[src/rtl/booth_control_unit.sv]
// rtl/booth_control_unit.sv - one-hot control FSM for a radix-2 Booth sequential multiplier
//
// Sequences the A/Q/M datapath of a radix-2 Booth multiplier. There is one
// flip-flop per state plus an iteration counter. All control strobes are
// Moore outputs decoded from the state vector.
//
// Optional feature macro: BOOTH_ONEHOT_CHECK_EN
//   defined   : a non-one-hot state vector raises illegal_state, and the
//               next edge forces IDLE and clears cnt
//   undefined : illegal_state is tied low; corrupted states follow the
//               plain per-bit equations
//
// Parameters
//   WIDTH          operand width and number of Booth iterations (>= 2)
//
// Ports
//   clk            rising-edge clock
//   reset          asynchronous active-high reset
//   start          begin a multiplication (sampled only in IDLE)
//   q0, q_minus1   datapath Q[0] / Q[-1] (sampled only in CHECK)
//   load           A<=0, Q<=multiplier, M<=multiplicand, Q[-1]<=0
//   add            A <= A + M
//   sub            A <= A - M
//   shift          arithmetic right shift of {A,Q,Q[-1]}
//   busy           high in every state except IDLE
//   done           one-cycle result-valid strobe
//   state          one-hot {DONE,SHIFT,SUB,ADD,CHECK,LOAD,IDLE}, IDLE = bit 0
//   illegal_state  state vector not one-hot (feature macro only)

module booth_control_unit #(
    parameter int WIDTH = 8
) (
    input  logic       clk,
    input  logic       reset,
    input  logic       start,
    input  logic       q0,
    input  logic       q_minus1,
    output logic       load,
    output logic       add,
    output logic       sub,
    output logic       shift,
    output logic       busy,
    output logic       done,
    output logic [6:0] state,
    output logic       illegal_state
);

    localparam int CW = (WIDTH > 1) ? $clog2(WIDTH) : 1;
    localparam logic [CW-1:0] CNT_LAST = CW'(WIDTH - 1);

    // Bit positions of each state inside the one-hot vector.
    typedef enum logic [2:0] {
        S_IDLE  = 3'd0,
        S_LOAD  = 3'd1,
        S_CHECK = 3'd2,
        S_ADD   = 3'd3,
        S_SUB   = 3'd4,
        S_SHIFT = 3'd5,
        S_DONE  = 3'd6
    } state_bit_e;

    localparam logic [6:0] STATE_RESET = 7'b0000001;

    logic [6:0]    state_q, state_d;
    logic [CW-1:0] cnt_q, cnt_d;
    logic          cnt_last;
    logic          bad_state;

    assign cnt_last = (cnt_q == CNT_LAST);

`ifdef BOOTH_ONEHOT_CHECK_EN
    // Exactly one bit set: non-zero and clearing the lowest set bit leaves zero.
    assign bad_state = (state_q == 7'd0) || ((state_q & (state_q - 7'd1)) != 7'd0);
`else
    assign bad_state = 1'b0;
`endif

    always_ff @(posedge clk or posedge reset) begin
        if (reset) begin
            state_q <= STATE_RESET;
            cnt_q   <= '0;
        end else begin
            state_q <= state_d;
            cnt_q   <= cnt_d;
        end
    end

    // Per-bit next-state equations. Each bit is built independently, so a
    // corrupted vector keeps evolving bit by bit unless recovery is enabled.
    always_comb begin
        state_d = '0;
        cnt_d   = cnt_q;

        state_d[S_IDLE]  = (state_q[S_IDLE] & ~start) | state_q[S_DONE];
        state_d[S_LOAD]  = state_q[S_IDLE] & start;
        state_d[S_CHECK] = state_q[S_LOAD] | (state_q[S_SHIFT] & ~cnt_last);
        state_d[S_ADD]   = state_q[S_CHECK] & ~q0 &  q_minus1;
        state_d[S_SUB]   = state_q[S_CHECK] &  q0 & ~q_minus1;
        state_d[S_SHIFT] = (state_q[S_CHECK] & (q0 == q_minus1))
                         | state_q[S_ADD] | state_q[S_SUB];
        state_d[S_DONE]  = state_q[S_SHIFT] & cnt_last;

        if (state_q[S_LOAD]) begin
            cnt_d = '0;
        end else if (state_q[S_SHIFT]) begin
            cnt_d = cnt_last ? '0 : cnt_q + CW'(1);
        end

        if (bad_state) begin
            state_d = STATE_RESET;
            cnt_d   = '0;
        end
    end

    assign load          = state_q[S_LOAD];
    assign add           = state_q[S_ADD];
    assign sub           = state_q[S_SUB];
    assign shift         = state_q[S_SHIFT];
    assign done          = state_q[S_DONE];
    assign busy          = ~state_q[S_IDLE];
    assign state         = state_q;
    assign illegal_state = bad_state;

endmodule

[config.mk]
export PLATFORM = sky130hd
export DESIGN_NAME = booth_control_unit
export DESIGN_NICKNAME = d
export VERILOG_FILES = /design/src/rtl/booth_control_unit.sv
export SDC_FILE = /design/constraint.sdc
export NUM_CORES = 1
export LEC_CHECK = 0
export ABC_AREA = 1
export CAP_MARGIN = 20
export CORE_UTILIZATION = 30
export CTS_CLUSTER_SIZE = 24
export DETAILED_ROUTE_END_ITERATION = 8
export DONT_BUFFER_PORTS = 1
export SYNTH_ARGS = -nofsm -noshare
export SYNTH_HDL_FRONTEND = slang
export SYNTH_SLANG_ARGS = --single-unit
[constraint.sdc]
create_clock -name clk -period 2.6 [get_ports clk]
set_input_delay 0.52 -clock clk [delete_from_list [all_inputs] [get_ports clk]]
set_output_delay 0.52 -clock clk [all_outputs]
set_load 0.02 [all_outputs]
==> flow_metrics.tcl <==
set metrics [dict create \
    ir_drop_mv 0.264 \
    rr_worst_depth 4 \
    syn-num-nets 56 \
    hp-class "input port to asynchronous set/reset pin" \
    period_minus_slack_ns 1.51 \
    wirelength_um 718 \
    route.detailed.drc 0 \
    wl_per_cell_um 11.6 \
    synth_area_um2 453 \
    fp.coreArea_um2 1350 \
    ys_seq_elements 10 \
    drt-initial-drc-count 0 \
    place_congestion 0.640 \
    required_ns 2.08 \
    synth_edf_count 0 \
    leakagePower_nw 0.253 \
    path_delay_family "flip-flops" \
    worst-setup-path-type "flop to output port" \
    fin_crit_sh 0.583 \
    arrival_ns 0.99 \
    area_delta_synth_final_pct 2.21 \
    num_vias 280 \
    post_cts_resized 0 \
    io_buffers 0 \
    synth_seq_area_share 0.555 \
    dpl_cell_area_um2 427 \
    final.setup.tns_ns 0 \
    setup_viol 0 \
    timing.slew.headroom 0.652 \
    grt_pass1_wl_um 979 \
    worstMarginPinSlew_ns 0.522 \
    antennaDiodeCount 0 \
    slew_viol_final 0 \
    synth_most_common_cell "dfrtp_1" \
    clock_skew_ns 0.00414 \
    grt_overflow_total 0 \
    post_cts_buffers 0 \
    synth.top_cells.by_area "dfrtp_1, buf_4, inv_1, nand2_1, dfstp_2" \
    cp_slowest_cell "dfstp_2" \
    path_cells "inv_1" \
    detail_route.vias_per_cell 4.52 \
    hold_viol 0 \
    syn_area_per_cell_um2 9.24 \
    status "finished clean" \
    cp.buffers_inverters 1 \
    yosysTopAreaCellShare 0.497 \
    fin_area_um2 463 \
    ys.flop_type "dfrtp_1" \
    netlist_instances 49 \
    clk_root_buffer_cell "clkbuf_4" \
    layout-drive-gt1-share 0.149 \
    maxCapViolCount 0 \
    worst_path_largest_cell_delay_ns 0.60 \
    rows 13 \
    grt_pass1_vias 223 \
    die_area_um2 1670 \
    worstPathMaxFanout 3 \
    cellPowerDensity_nw_per_um2 1200 \
    htreeDepth 1 \
    critPathLaunchType "flop" \
    reg2reg_slack_ns 1.45 \
    ctsLongestPathBuffers 2 \
    path_clk_slew_ns 0.07 \
    clk-insertion-delay-late_ns 0.26 \
    worst-path-stages 1 \
    cts_tree "yes" \
    rsz0062_at_grt "false" \
    synth_common_cells "dfrtp_1, inv_1, nand2_1, buf_4, nor2_1" \
    synthArstFlopShare 1.00 \
    yosys_warnings 0 \
    ys_types 14 \
    grt.total_usage 0.0973 \
    cts_hold_buf 0 \
    dpl.hpwl_um 511 \
    die_w_um 40.9 \
    fillers 140 \
    drt_first_pass_iters 1 \
    cts_sinks 10 \
    synth_top_area_cell "dfrtp_1" \
    nets 55 \
    numCtsBuffers 3 \
    timing.fmax_mhz 660 \
    start_util 0.335 \
    grt_max_degree 11 \
    die_y_um 40.9 \
    antenna_left 0 \
    design.portCount 19 \
    antenna_found_initial 0 \
    worstSetupEndpointType "output port" \
]
## metal layers
metal	GRT usage	vias up	part of all wire
met1	0.120	124	0.49
met3	0.0489	2	0.12
met4	0.100	0	0.019
met2	0.113	18	0.37
li1	-	136	-
met5	0	-	0
## where the power goes
| part | leakage, nW | total, W | internal, W | switching, W |
|---|---|---|---|---|
| clock | 0.0210 | 0.000140 | 0.0000850 | 0.0000554 |
| sequential | 0.127 | 0.000298 | 0.000205 | 0.0000937 |
| combinational | 0.105 | 0.000118 | 0.0000494 | 0.0000686 |
## final timing paths
path	end	from
setup / recovery	busy	state[0]$_DFF_PP1_
hold / removal	state[6]$_DFF_PP0_	reset
setup reg to reg	cnt_q[2]$_DFFE_PP0P_	cnt_q[0]$_DFFE_PP0P_
hold reg to reg	state[1]$_DFF_PP0_	state[0]$_DFF_PP1_
max in group asynchronous	state[0]$_DFF_PP1_	reset
min in group clk	state[0]$_DFF_PP1_	start
## through the flow
| stage | std cells | util | setup WS [ns] | hold WS, ns | power [W] |
|---|---|---|---|---|---|
| after floorplan | 49 | - | 1.37 | 0.359 | 0.000410 |
| after global placement | 58 | 0.316 | 1.37 | 0.397 | 0.000415 |
| after detailed placement | 58 | 0.316 | 1.37 | 0.404 | 0.000422 |
| after CTS | 62 | 0.343 | 1.07 | 0.110 | 0.000567 |
| after global routing | 62 | 0.343 | 1.03 | 0.126 | 0.000600 |
| final | 62 | 0.343 | 1.09 | 0.117 | 0.000557 |
## placed cells by master (no fill, tap or decap), types with 2 or more instances in the layout
master    n
inv_1     8
nor2_1    6
dfrtp_1   9
nand2_1   8
nand3_1   3
ha_1      2
clkbuf_4  3
## area by class of cell
type	instances	area, um^2	share of cell area
Clock buffer	4	36.3	0.0784
Inverter	9	33.8	0.0730
Multi-Input combinational cell	24	123	0.265
Sequential cell	10	251	0.543
Tap cell	15	18.8	0.0405
## cell families after synthesis
| logic type | share of synthesized area |
|---|---|
| DFF | 0.555 |
| adders and majority gates | 0.0552 |
| and+or+nand+nor | 0.149 |
| AOI/OAI and AO/OA | 0.0580 |
| buffers and inverters | 0.174 |
| other | 0.00828 |
## state kept, by name (all words and copies together) (netlist names)
| register | flops |
|---|---|
| cnt_q | 3 |
| state | 7 |
(Power assumes the default switching activity.)
